==> src/rtl/pipe_stall_ctrl_if.sv <==
// rtl/pipe_stall_ctrl_if.sv - MEM-stage data-SRAM-like handshake between stall controller and memory
interface pipe_stall_ctrl_if;
    logic        data_req;
    logic        data_addr_ok;
    logic        data_data_ok;
    logic [31:0] data_rdata;

    modport master (
        output data_req,
        input  data_addr_ok,
        input  data_data_ok,
        input  data_rdata
    );

    modport slave (
        input  data_req,
        output data_addr_ok,
        output data_data_ok,
        output data_rdata
    );
endinterface

==> src/rtl/pipe_stall_ctrl.sv <==
// rtl/pipe_stall_ctrl.sv - pipeline hazard/stall scheduler with MEM handshake; PERF_CNT_EN adds stall-cycle counters
module pipe_stall_ctrl #(
    parameter int CNT_W = 32
) (
    input  logic        clk,
    input  logic        rst,
    pipe_stall_ctrl_if.master mem,
    input  logic        mem_enM,
    output logic [31:0] mem_rdataM,
    input  logic        lwstallD,
    input  logic        div_busyE,
    input  logic        flush_excM,
    output logic        stallF,
    output logic        stallD,
    output logic        stallE,
    output logic        stallM,
    output logic        stallW,
    output logic        flushD,
    output logic        flushE,
    output logic        flushM,
    output logic        flushW
`ifdef PERF_CNT_EN
    ,
    output logic [CNT_W-1:0] perf_mem_stall_cyc,
    output logic [CNT_W-1:0] perf_div_stall_cyc
`endif
);

    if (CNT_W < 1) begin : g_bad_cnt_w
        $error("pipe_stall_ctrl: CNT_W must be at least 1");
    end

    typedef enum logic [1:0] {
        IDLE  = 2'd0,
        DATA  = 2'd1,
        DRAIN = 2'd2
    } state_t;

    state_t      state, state_nxt;
    logic        served;
    logic [31:0] rdata_hold;
    logic        req_raw;
    logic        mem_stall;

    always_ff @(posedge clk) begin
        if (rst) begin
            state      <= IDLE;
            served     <= 1'b0;
            rdata_hold <= 32'd0;
        end else begin
            state <= state_nxt;
            // completion marks the op served; any advance or flush of M re-arms it
            if (state == DATA && mem.data_data_ok) begin
                served     <= 1'b1;
                rdata_hold <= mem.data_rdata;
            end else if (!stallM || flushM) begin
                served <= 1'b0;
            end
        end
    end

    always_comb begin
        state_nxt = state;
        req_raw   = 1'b0;
        mem_stall = 1'b0;
        case (state)
            IDLE: begin
                req_raw   = mem_enM & ~served & ~flush_excM;
                mem_stall = req_raw;
                if (req_raw && mem.data_addr_ok)
                    state_nxt = DATA;
            end
            DATA: begin
                mem_stall = ~mem.data_data_ok;
                if (mem.data_data_ok)
                    state_nxt = IDLE;
                else if (flush_excM)
                    state_nxt = DRAIN;
            end
            DRAIN: begin
                // the orphaned response must be swallowed before a new request goes out
                mem_stall = mem_enM;
                if (mem.data_data_ok)
                    state_nxt = IDLE;
            end
            default: state_nxt = IDLE;
        endcase
    end

    assign mem.data_req = req_raw & ~rst;
    assign mem_rdataM   = (state == DATA && mem.data_data_ok) ? mem.data_rdata : rdata_hold;

    always_comb begin
        stallF = 1'b0;
        stallD = 1'b0;
        stallE = 1'b0;
        stallM = 1'b0;
        stallW = 1'b0;
        flushD = 1'b0;
        flushE = 1'b0;
        flushM = 1'b0;
        flushW = 1'b0;
        if (rst) begin
            stallF = 1'b0;
        end else if (flush_excM) begin
            flushD = 1'b1;
            flushE = 1'b1;
            flushM = 1'b1;
            flushW = 1'b1;
        end else if (mem_stall) begin
            stallF = 1'b1;
            stallD = 1'b1;
            stallE = 1'b1;
            stallM = 1'b1;
            stallW = 1'b1;
        end else if (div_busyE) begin
            stallF = 1'b1;
            stallD = 1'b1;
            stallE = 1'b1;
            flushM = 1'b1;
        end else if (lwstallD) begin
            stallF = 1'b1;
            stallD = 1'b1;
            flushE = 1'b1;
        end
    end

`ifdef PERF_CNT_EN
    logic mem_win, div_win;
    assign mem_win = ~rst & ~flush_excM & mem_stall;
    assign div_win = ~rst & ~flush_excM & ~mem_stall & div_busyE;

    always_ff @(posedge clk) begin
        if (rst) begin
            perf_mem_stall_cyc <= '0;
            perf_div_stall_cyc <= '0;
        end else begin
            if (mem_win && !(&perf_mem_stall_cyc))
                perf_mem_stall_cyc <= perf_mem_stall_cyc + {{(CNT_W-1){1'b0}}, 1'b1};
            if (div_win && !(&perf_div_stall_cyc))
                perf_div_stall_cyc <= perf_div_stall_cyc + {{(CNT_W-1){1'b0}}, 1'b1};
        end
    end
`endif

endmodule

==> src/flat_wrapper.sv <==
// flat-port wrapper written by rule: the top's interface ports become plain ports
module pipe_stall_ctrl_flat 
#(
    parameter int CNT_W = 32
)
  (clk, rst, mem_enM, mem_rdataM, lwstallD, div_busyE, flush_excM, stallF, stallD, stallE, stallM, stallW, flushD, flushE, flushM, flushW, mem_data_req, mem_data_addr_ok, mem_data_data_ok, mem_data_rdata);
  pipe_stall_ctrl_if mem_i ();
  input  logic clk;
  input  logic rst;
  input  logic mem_enM;
  output logic [31:0] mem_rdataM;
  input  logic lwstallD;
  input  logic div_busyE;
  input  logic flush_excM;
  output logic stallF;
  output logic stallD;
  output logic stallE;
  output logic stallM;
  output logic stallW;
  output logic flushD;
  output logic flushE;
  output logic flushM;
  output logic flushW;
  output wire logic [$bits(mem_i.data_req)-1:0] mem_data_req;
  input wire logic [$bits(mem_i.data_addr_ok)-1:0] mem_data_addr_ok;
  input wire logic [$bits(mem_i.data_data_ok)-1:0] mem_data_data_ok;
  input wire logic [$bits(mem_i.data_rdata)-1:0] mem_data_rdata;
  assign mem_data_req = mem_i.data_req;
  assign mem_i.data_addr_ok = mem_data_addr_ok;
  assign mem_i.data_data_ok = mem_data_data_ok;
  assign mem_i.data_rdata = mem_data_rdata;
  pipe_stall_ctrl #(.CNT_W(CNT_W)) u_core (.clk(clk), .rst(rst), .mem(mem_i), .mem_enM(mem_enM), .mem_rdataM(mem_rdataM), .lwstallD(lwstallD), .div_busyE(div_busyE), .flush_excM(flush_excM), .stallF(stallF), .stallD(stallD), .stallE(stallE), .stallM(stallM), .stallW(stallW), .flushD(flushD), .flushE(flushE), .flushM(flushM), .flushW(flushW));
endmodule
==> config.mk <==
export PLATFORM = sky130hd
export DESIGN_NAME = pipe_stall_ctrl_flat
export DESIGN_NICKNAME = d
export VERILOG_FILES = /design/src/rtl/pipe_stall_ctrl_if.sv /design/src/rtl/pipe_stall_ctrl.sv /design/src/flat_wrapper.sv
export SDC_FILE = /design/constraint.sdc
export NUM_CORES = 1
export LEC_CHECK = 0
export BUFFER_PORTS_ARGS = -buffer_cell sky130_fd_sc_hd__buf_2
export CORE_MARGIN = 2
export CORE_UTILIZATION = 48
export CTS_BUF_LIST = sky130_fd_sc_hd__clkbuf_16
export CTS_CLUSTER_SIZE = 12
export DETAILED_ROUTE_END_ITERATION = 10
export PLACE_DENSITY = 0.87
export REMOVE_ABC_BUFFERS = 1
export SLEW_MARGIN = 40
export SYNTH_ARGS = -nofsm -noshare
export SYNTH_HDL_FRONTEND = slang
export SYNTH_SLANG_ARGS = --single-unit
==> constraint.sdc <==
create_clock -name clk -period 2.85 [get_ports clk]
set_input_delay 0.1425 -clock clk [delete_from_list [all_inputs] [get_ports clk]]
set_output_delay 0.1425 -clock clk [all_outputs]
set_load 0.005 [all_outputs]
==> summary.txt, run 1 <==
Finish
  – Nets: approximately 250
  – # diodes: 0
  – Fill count: 260
  – Layout area overhead: 32.8%
  – Register area: 701 µm²
  – Core Util, Final: between 60% and 70%
  – Multi-input logic area: 820 µm²
  – Share of layout cells above drive strength 1: about 55%

Power and ir drop
  – Pwr Total: approximately 1.1 mW
  – Leak Pwr: 1.17 nW
  – Maximum VDD drop: about 0.32 mV
  – Power Density: ~520 nW/µm²

Critical path
  – Critical path arrival: approximately 1.8 ns
  – Setup CP Type: register to output port
  – Startpoint types: register
  – Worst-path maximum fanout: 32
  – Worst Path Required: ~2.7 ns
  – Crit end category: output port

Job
  – Total of max-cap violations: 0

Clock tree
  – H-tree levels: 2
  – Clock edge transition at the registers on the reported setup and hold paths: approximately 0.050 ns
  – CTS buffer count: 5
  – Worst-Skew Late Latency: roughly 0.27 ns
  – Sink Count: 35
  – CTS tree: done
  – Hold_buf cts: 0
  – Clock root cell: clkbuf_16
  – Cts repair resizes: 0
  – CTS Buffer Depth: 2
  – Post-CTS setup buffers: 0

Synthesis
  – Synthesized netlist cell count: 136
  – Avg Cell Area, Syn: 11.8 µm²
  – Largest family of logic cells by synthesized area: multiplexers
  – Post-Synth XOR/XNOR Area: 0%
  – Compound-Gate Fraction of Synth Area: around 4.4%
  – Largest cells by area after synthesis: dfxtp_1 (44%), mux2_4 (22%), nor2b_1 (14%)
  – Syn. warnings: 0
  – Library cells used by synthesis: 25
  – Synth Area in Simple Gates: a little under a fifth
  – Sequential fraction of the synthesis area: roughly 44%
  – Post-synth top area share: 43.7%
  – Post-synthesis adder-cell area fraction: 0%
  – Post-synthesis mux area share: between 20% and 30%
  – Cell taking the most area after synthesis: dfxtp_1
  – Yosys reg bits: 35
  – Mapped cell area: 1600 µm²

STA
  – Unrepaired setup endpoints after global routing: no
  – Post-Route Setup TNS: 0 ns
  – Endpoints failing setup: 0
  – Tcrit/Tclk final: around two thirds
  – Normalized max-slew margin: between 50% and 60%
  – Final Hold Fails: 0
  – Tmin final: about 1.9 ns
  – Worst Skew: roughly 0.0042 ns
  – Slew Viols, Final: 0
  – Fmax: a little over 500 MHz
  – Worst setup margin: between 0.9 and 1 ns
  – Actual transition at the worst max-transition pin: around 0.68 ns

Drt
  – DRC: 0
  – DRT iter0 DRCs: 54
  – Total Wirelength: around 3.3 mm
  – Iteration count of the initial detailed-routing pass: 4
  – Wire length per cell: roughly 13 µm
  – Vias per inst: about 4.7
  – Final ANT Viol Nets: 0
  – Via count: 1217

Status
  – Run status: finished clean

Floorplan
  – Chip height: roughly 60 µm
  – Cell Rows: 20
  – Die Width: 61.8 µm
  – Die area: ~3800 µm²
  – Core area: 3100 µm²
  – I/O pins: slightly above 80
  – Initial Utilization: 51.7%

Global route
  – Number of global-route vias before repair: between 1000 and 1500
  – First-pass GRT wire length: between 4 and 5 mm
  – Total global-route track usage: between 10% and 20%
  – Largest net degree at the start of global routing: 40
  – Global route overflow: 0
  – Antenna violations before repair: 0

Place
  – DP HPWL: around 2.3 mm
  – GP Congestion: between 0.7 and 0.8
  – Pre-CTS setup slack: about 1.2 ns
  – I/O Buffers: 81

Hold path
  – Hold WC Path Type: primary input to register
-- final cells by class --
class	count	share of cell area [%]
tap	44	2.59
multi-input combinational	88	38.5
inverter	3	0.529
clock inverter	3	0.529
clock buffer	5	5.88
timing repair buffer	81	19.0
sequential	35	32.9
-- Yosys cell counts, drive strengths merged --
| cell type | n |
|---|---|
| nor2b | 36 |
| dfxtp | 35 |
| mux2 | 32 |
| buf | 6 |
| clkbuf | 4 |
| inv | 3 |
| a21oi | 2 |
| nand2b | 2 |
| nand3b | 2 |
| o21ai | 2 |
| a2111oi | 1 |
| a22o | 1 |
| and2 | 1 |
| nand2 | 1 |
| nand3 | 1 |
| nor2 | 1 |
| nor3 | 1 |
| nor4bb | 1 |
| o21a | 1 |
| o21bai | 1 |
| o31a | 1 |
| o41ai | 1 |
-- layout by cell type (no fill, tap or decap), drive strengths merged --
cell type / n
buf: 81
nor2b: 36
dfxtp: 35
mux2: 32
clkbuf: 5
inv: 4
nand2b: 2
o21ai: 2
a21oi: 2
clkinv: 2
nand3b: 2
nor2: 1
nor4bb: 1
o21bai: 1
a22o: 1
and2: 1
o31a: 1
o41ai: 1
o21a: 1
nand3: 1
nand2: 1
a2111oi: 1
nor3: 1
-- where the power goes --
group          internal (mW)  leakage, nW  switching [mW]
registers              0.497        0.283         0.00274
logic                 0.0570        0.812          0.0439
clock network          0.314       0.0701           0.184
total                  0.868         1.17           0.231
-- worst paths after layout --
check              startpoint                    end  slack [ns]  cells after the start
max reg2reg   u_core.state[0]  u_core.rdata_hold[20]        1.18                      3
max           u_core.state[0]         mem_rdataM[20]        0.90                      3
min          mem_data_data_ok        u_core.state[1]        0.12                      2
min reg2reg   u_core.state[1]          u_core.served        0.54                      2
-- cells by family (layout without fill, tap and decap cells) --
group / count (synthesis) / after routing
compound gates: 10 / 10
buf+inv: 13 / 92
flops: 35 / 35
mux: 32 / 32
simple gates: 46 / 46
-- worst max-delay path: stages (launching register included) --
cell      delay [ns]
dfxtp_1         0.43
nand3b_4        0.48
mux2_4          0.48
buf_2           0.14
-- stage by stage --
| step | instance area, µm² | instances | hold WS (ns) |
|---|---|---|---|
| after CTS | 2130 | 259 | 0.115 |
| after global routing | 2130 | 259 | 0.134 |
| after floorplan | 1530 | 126 | 0.212 |
| final | 2130 | 259 | 0.120 |
| after global placement | 1990 | 251 | 0.403 |
| after detailed placement | 1990 | 251 | 0.403 |
-- routing by layer --
metal	wire length (µm)	global-route usage (%)	vias to the layer above	part of all wire, %
met5	0	0	-	0
met4	50	8.21	0	1.5
met3	291	5.38	5	8.8
met2	1670	32.3	49	50
met1	1320	19.1	555	40
li1	-	-	608	-
-- sequential cells by signal (all words and copies together) (netlist names) --
register           count
u_core.rdata_hold     32
u_core.state           2
u_core.served          1
No activity file was read; power rests on OpenSTA's default activity.
==> run 2: changes to the inputs <==
--- a/config.mk
+++ b/config.mk
@@ -7,11 +7,11 @@
 export LEC_CHECK = 0
 export BUFFER_PORTS_ARGS = -buffer_cell sky130_fd_sc_hd__buf_2
 export CORE_MARGIN = 2
-export CORE_UTILIZATION = 48
+export CORE_UTILIZATION = 45
 export CTS_BUF_LIST = sky130_fd_sc_hd__clkbuf_16
 export CTS_CLUSTER_SIZE = 12
 export DETAILED_ROUTE_END_ITERATION = 10
-export PLACE_DENSITY = 0.87
+export PLACE_DENSITY = 0.82
 export REMOVE_ABC_BUFFERS = 1
 export SLEW_MARGIN = 40
 export SYNTH_ARGS = -nofsm -noshare
==> constraint.sdc (replaced) <==
create_clock -name clk -period 1.9 [get_ports clk]
set_input_delay 0.095 -clock clk [delete_from_list [all_inputs] [get_ports clk]]
set_output_delay 0.095 -clock clk [all_outputs]
set_load 0.005 [all_outputs]
==> run 2 against run 1 <==
Compared with the run above: cell area rose by 2.5%; flip-flop and latch count did not move; clock power rose by 56%; count of clock-buffer cells in the layout did not move; clock skew fell by 0.0014 ns; register-to-register slack got worse by 0.78 ns; worst hold slack got worse by 0.042 ns; non-clock buffer count rose by 4; critical path depth rose by 1; via count rose by 0.99%; cell count rose by 2.3%; critical path type unchanged; largest power group is now the clock network.
==> summary.txt, run 2 (synthesis results as in run 1) <==
Status
  – Run status: finished clean

Finish
  – Largest regs: u_core.rdata_hold (32), u_core.state (2), u_core.served (1)
  – # diodes: 0 (unchanged)
  – Share of layout cells above drive strength 1: 57.5% (+2.2 points)
  – Fin cells: 265 (+2.3%)
  – Nets: 258 (+1.6%)
  – Most frequent cells in the layout: buf_2 (81), nor2b_1 (36), dfxtp_1 (35), mux2_4 (24), mux2_2 (8)
  – Most common cell after layout, fill and taps aside: buf_2
  – Layout area overhead: 36.1%
  – Number of flip-flops in the largest register: 32 (unchanged)
  – Top reg by flops: u_core.rdata_hold

Global route
  – Global route overflow: 0 (unchanged)
  – Number of global-route vias before repair: 1202 (+9.1%)
  – Antenna violations before repair: 0 (unchanged)
  – First-pass GRT wire length: 5.35 mm (+8.8%)
  – Largest net degree at the start of global routing: 26 (-35%)
  – Total global-route track usage: 17.1% (-0.80 points)

STA
  – Normalized max-slew margin: 78.2% (+23 points)
  – Worst Skew: 0.00280 ns (-0.00140 ns)
  – Slew Viols, Final: 0 (unchanged)
  – Final Hold Fails: 0 (unchanged)
  – Actual transition at the worst max-transition pin: 0.322 ns (-0.356 ns)
  – Tmin final: 1.75 ns
  – Post-Route Setup TNS: 0 ns (unchanged)
  – Worst setup margin: 0.154 ns (-0.749 ns)
  – Endpoints failing setup: 0 (unchanged)
  – Unrepaired setup endpoints after global routing: no
  – Tcrit/Tclk final: between 90% and 100%
  – Fmax: 573 MHz

Clock tree
  – Hold_buf cts: 0 (unchanged)
  – Worst-Skew Late Latency: 0.27 ns (about the same)
  – Sink Count: 35 (unchanged)
  – CTS tree: done
  – Post-CTS setup buffers: 0 (unchanged)
  – CTS buffer count: 5 (unchanged)
  – Clock edge transition at the registers on the reported setup and hold paths: 0.05 ns (about the same)
  – H-tree levels: 2 (unchanged)
  – Cts repair resizes: 0 (unchanged)
  – Clock root cell: clkbuf_16
  – CTS Buffer Depth: 2 (unchanged)

Power and ir drop
  – Clock power frac: 46.2% (+0.9 points)
  – Power Density: 771 nW/µm² (+49%)
  – Combinational share of power: 9.3% (about the same)
  – Reg power frac: 44.6% (-0.9 points)
  – Maximum VDD drop: 0.583 mV (+80%)
  – Pwr Total: 1.68 mW (+53%)
  – Leak Pwr: 1.18 nW (+1.7%)
  – Sw Ratio: 21.8% (+0.78 points)
  – Int Pwr: 1.32 mW (+52%)
  – P_sw: 0.366 mW (+59%)

Hold path
  – Hold WC Path Type: primary input to register
  – Hold Path Stages: 2 (unchanged)

Floorplan
  – I/O pins: 82 (unchanged)
  – Cell Rows: 21 (+5.0%)
  – Chip height: 63.7 µm (+3.1%)
  – Die Width: 63.7 µm (+3.1%)
  – Die area: 4060 µm² (+6.2%)
  – Initial Utilization: 47.3% (-4.4 points)
  – Core area: 3390 µm² (+9.2%)

Critical path
  – CP peak stage delay: 0.41 ns (-0.07 ns)
  – Critical path arrival: 1.65 ns (-0.15 ns)
  – Crit end category: output port
  – CP max stage cell: dfxtp_1
  – Setup CP Type: register to output port
  – Worst Path Required: 1.80 ns (-0.91 ns)
  – Startpoint types: register
  – Worst-path maximum fanout: 10 (-69%)
  – Reg2reg path depth: 4 (+1)
  – CP cell instances: nand3b_4 -> buf_4 -> mux2_2 -> buf_2

Place
  – Pre-CTS setup slack: 0.410 ns (-0.767 ns)
  – I/O Buffers: 81 (unchanged)
  – Dpl cells: 257 (+2.4%)
  – GP Congestion: 0.744 (-3.1%)
  – DP HPWL: 2.48 mm (+6.0%)

Drt
  – Via count: 1229 (+0.99%)
  – Wire length per cell: 12.6 µm (-1.8%)
  – Iteration count of the initial detailed-routing pass: 4 (unchanged)
  – DRC: 0 (unchanged)
  – Vias per inst: 4.64 (-1.3%)
  – DRT iter0 DRCs: 67 (+24%)
  – Total Wirelength: 3.34 mm (+0.48%)
  – Final ANT Viol Nets: 0 (unchanged)

Job
  – Total of max-cap violations: 0 (unchanged)
==> run 2: worst max-delay path, delay by kind of cell (launching register included) <==
family / cells / cell delay, ns
mux: 1 / 0.35
flops: 1 / 0.41
buf+inv: 2 / 0.34
simple gates: 1 / 0.28
==> run 2: final timing paths <==
| kind | start | end | slack, ns |
|---|---|---|---|
| worst min-delay path | mem_data_data_ok | u_core.state[1] | 0.08 |
| worst min register to register | u_core.state[1] | u_core.served | 0.54 |
| worst max register to register | u_core.state[1] | u_core.rdata_hold[10] | 0.40 |
| worst max-delay path | u_core.state[1] | mem_rdataM[8] | 0.15 |
==> run 2: cell type report <==
class,instances,area (µm²)
clock buffers,5,125
multi-input cells,88,820
fillers,280,1210
repair buffers,85,448
clock inverters,3,20.0
inverters,3,11.3
flip-flops and latches,35,701
well taps,46,57.6
==> run 2: power groups by stage <==
stage | sequential [mW] | clock, mW | combinational, mW
finish | 0.749 | 0.777 | 0.156
floorplan | 0.763 | 0 | 0.0649
detailed placement | 0.765 | 0 | 0.157
CTS | 0.749 | 0.794 | 0.158
global route | 0.750 | 0.838 | 0.170
global placement | 0.764 | 0 | 0.154
==> run 2: routing by layer <==
metal	up-vias	global-route usage (%)	routed length, µm
met2	52	28.9	1650
met5	-	0	0
met4	0	7.34	50
li1	615	-	-
met3	6	6.07	264
met1	556	19.4	1380
==> run 2: through the flow <==
| step | hold slack (ns) | util (%) | instance area [µm²] |
|---|---|---|---|
| floorplan | 0.164 | - | 1530 |
| global placement | 0.356 | 60.1 | 2040 |
| detailed placement | 0.362 | 60.1 | 2040 |
| CTS | 0.0682 | 64.4 | 2180 |
| global route | 0.0890 | 64.4 | 2180 |
| finish | 0.0784 | 64.4 | 2180 |
==> run 3: changes to the inputs <==
==> constraint.sdc (replaced) <==
create_clock -name clk -period 1.9 [get_ports clk]
set_input_delay 0.095 -clock clk [delete_from_list [all_inputs] [get_ports clk]]
set_output_delay 0.095 -clock clk [all_outputs]
set_load 0.05 [all_outputs]
==> run 3 against run 2 <==
Compared with the run above: die area stayed put; combinational power is 63% higher; clock skew is 0.0028 ns higher; largest power group is now registers.
==> summary.txt, run 3 (synthesis results as in run 1) <==
Clock tree
  – Cts repair resizes: 0 (unchanged)
  – CTS tree: done
  – Clock edge transition at the registers on the reported setup and hold paths: 0.05 ns (about the same)
  – Worst-Skew Late Latency: 0.27 ns (about the same)
  – H-tree levels: 2 (unchanged)
  – Hold_buf cts: 0 (unchanged)
  – CTS buffer count: 5 (unchanged)
  – Sink Count: 35 (unchanged)
  – Clock root cell: clkbuf_16
  – CTS Buffer Depth: 2 (unchanged)

Finish
  – Number of flip-flops in the largest register: 32 (unchanged)
  – # diodes: 0 (unchanged)
  – Layout area overhead: 38.6%
  – Nets: 263 (+1.9%)
  – Most common cell after layout, fill and taps aside: buf_2
  – Most frequent cells in the layout: buf_2 (81), nor2b_1 (36), dfxtp_1 (35), mux2_4 (24), mux2_2 (8)
  – Share of layout cells above drive strength 1: 57.8% (+0.31 points)
  – Top reg by flops: u_core.rdata_hold
  – Largest regs: u_core.rdata_hold (32), u_core.state (2), u_core.served (1)
  – Fin cells: 269 (+1.5%)

Power and ir drop
  – Leak Pwr: 1.21 nW (+2.4%)
  – Maximum VDD drop: 0.788 mV (+35%)
  – Power Density: 787 nW/µm² (+2.2%)

Floorplan
  – Core area: 3390 µm² (unchanged)
  – I/O pins: 82 (unchanged)
  – Initial Utilization: 47.3% (unchanged)
  – Chip height: 63.7 µm (unchanged)
  – Cell Rows: 21 (unchanged)
  – Die Width: 63.7 µm (unchanged)
  – Die area: 4060 µm² (unchanged)

STA
  – Endpoints failing setup: 0 (unchanged)
  – Fmax: 555 MHz (-3.2%)
  – Worst Skew: 0.00555 ns (+0.00276 ns)
  – Normalized max-slew margin: 76.9% (-1.4 points)
  – Tmin final: 1.80 ns (+0.0574 ns)
  – Final Hold Fails: 0 (unchanged)
  – Slew Viols, Final: 0 (unchanged)
  – Actual transition at the worst max-transition pin: 0.338 ns (+0.0163 ns)
  – Tcrit/Tclk final: 94.9% (+3.0 points)
  – Unrepaired setup endpoints after global routing: no
  – Worst setup margin: 0.0967 ns (-0.0574 ns)
  – Fin Hold WS: 0.0767 ns (-0.00168 ns)

Global route
  – First-pass GRT wire length: 5.48 mm (+2.3%)
  – Number of global-route vias before repair: 1274 (+6.0%)
  – Global route overflow: 0 (unchanged)
  – Largest net degree at the start of global routing: 36 (+38%)
  – Total global-route track usage: 17.4% (+0.31 points)
  – Antenna violations before repair: 0 (unchanged)

Critical path
  – Worst-path maximum fanout: 5 (-5)
  – CP delay by family, top: compound AO/OA/AOI/OAI gates
  – CP max stage cell: dfxtp_1
  – Setup CP Type: register to output port
  – Crit path buffers/inverters: 1 (-1)
  – Worst r2r src: u_core.state[1]
  – Worst Path Required: 1.80 ns (about the same)
  – Startpoint types: register
  – CP cell instances: nor2b_1 -> a22o_1 -> o41ai_1 -> buf_2
  – CP peak stage delay: 0.36 ns (-0.05 ns)
  – Crit end category: output port
  – Critical Path Start: u_core.state[0]
  – Critical path arrival: 1.71 ns (+0.06 ns)

Place
  – Pre-CTS setup slack: 0.353 ns (-0.0574 ns)
  – Dpl cells: 256 (-0.39%)
  – I/O Buffers: 81 (unchanged)
  – DP HPWL: 2.35 mm (-5.4%)
  – GP Congestion: 0.768 (+3.3%)

Hold path
  – Hold_sp: mem_data_data_ok
  – Hold WC Path Type: primary input to register

Status
  – Run status: finished clean

Drt
  – Wire length per cell: 12.4 µm (-1.9%)
  – Iteration count of the initial detailed-routing pass: 2 (-2)
  – Final ANT Viol Nets: 0 (unchanged)
  – Vias per inst: 4.65 (+0.36%)
  – DRC: 0 (unchanged)
  – DRT iter0 DRCs: 66 (-1.5%)
  – Via count: 1252 (+1.9%)
  – Total Wirelength: 3.33 mm (-0.39%)

Job
  – Total of max-cap violations: 0 (unchanged)
[run 3: stage by stage]
stage | utilization [%] | total power, mW | area (µm²) | TNS (ns)
after global placement | 60.2 | 1.01 | 2040 | 0
after CTS | 64.2 | 1.77 | 2180 | 0
final | 65.5 | 1.75 | 2220 | 0
after floorplan | - | 0.927 | 1530 | -0.872
after global routing | 65.5 | 1.82 | 2220 | 0
after detailed placement | 60.2 | 1.02 | 2040 | 0
[run 3: path summary, 6_finish.rpt]
check             cells past startpoint              endpoint  slack (ns)
setup / recovery                      4                flushE         0.1
hold / removal                        2       u_core.state[1]        0.08
setup reg to reg                      4  u_core.rdata_hold[8]        0.47
hold reg to reg                       2         u_core.served        0.54
[run 3: area by class of cell]
cell class                 instances  area (µm²)
tap                               46        57.6
timing repair buffer              90         498
clock inverter                     2        8.76
fill                             268        1170
multi-input combinational         88         820
clock buffer                       5         125
inverter                           3        11.3
sequential                        35         701
[run 3: report_power, final]
part	internal [mW]	switching, mW
logic	0.0929	0.162
clock network	0.470	0.274
registers	0.746	0.00414
[run 3: timing repair]
action                                 4_1_cts  5_1_grt
setup endpoints to repair                    0        7
endpoints found under the hold margin        0        0
buffers inserted                             0        6
[run 3: routing by layer]
| layer | vias up | GRT usage [%] | share of wire [%] |
|---|---|---|---|
| met2 | 48 | 28.9 | 49 |
| li1 | 628 | - | - |
| met3 | 4 | 7.50 | 8.4 |
| met5 | - | 0 | 0 |
| met4 | 0 | 8.70 | 1.4 |
| met1 | 572 | 18.8 | 42 |
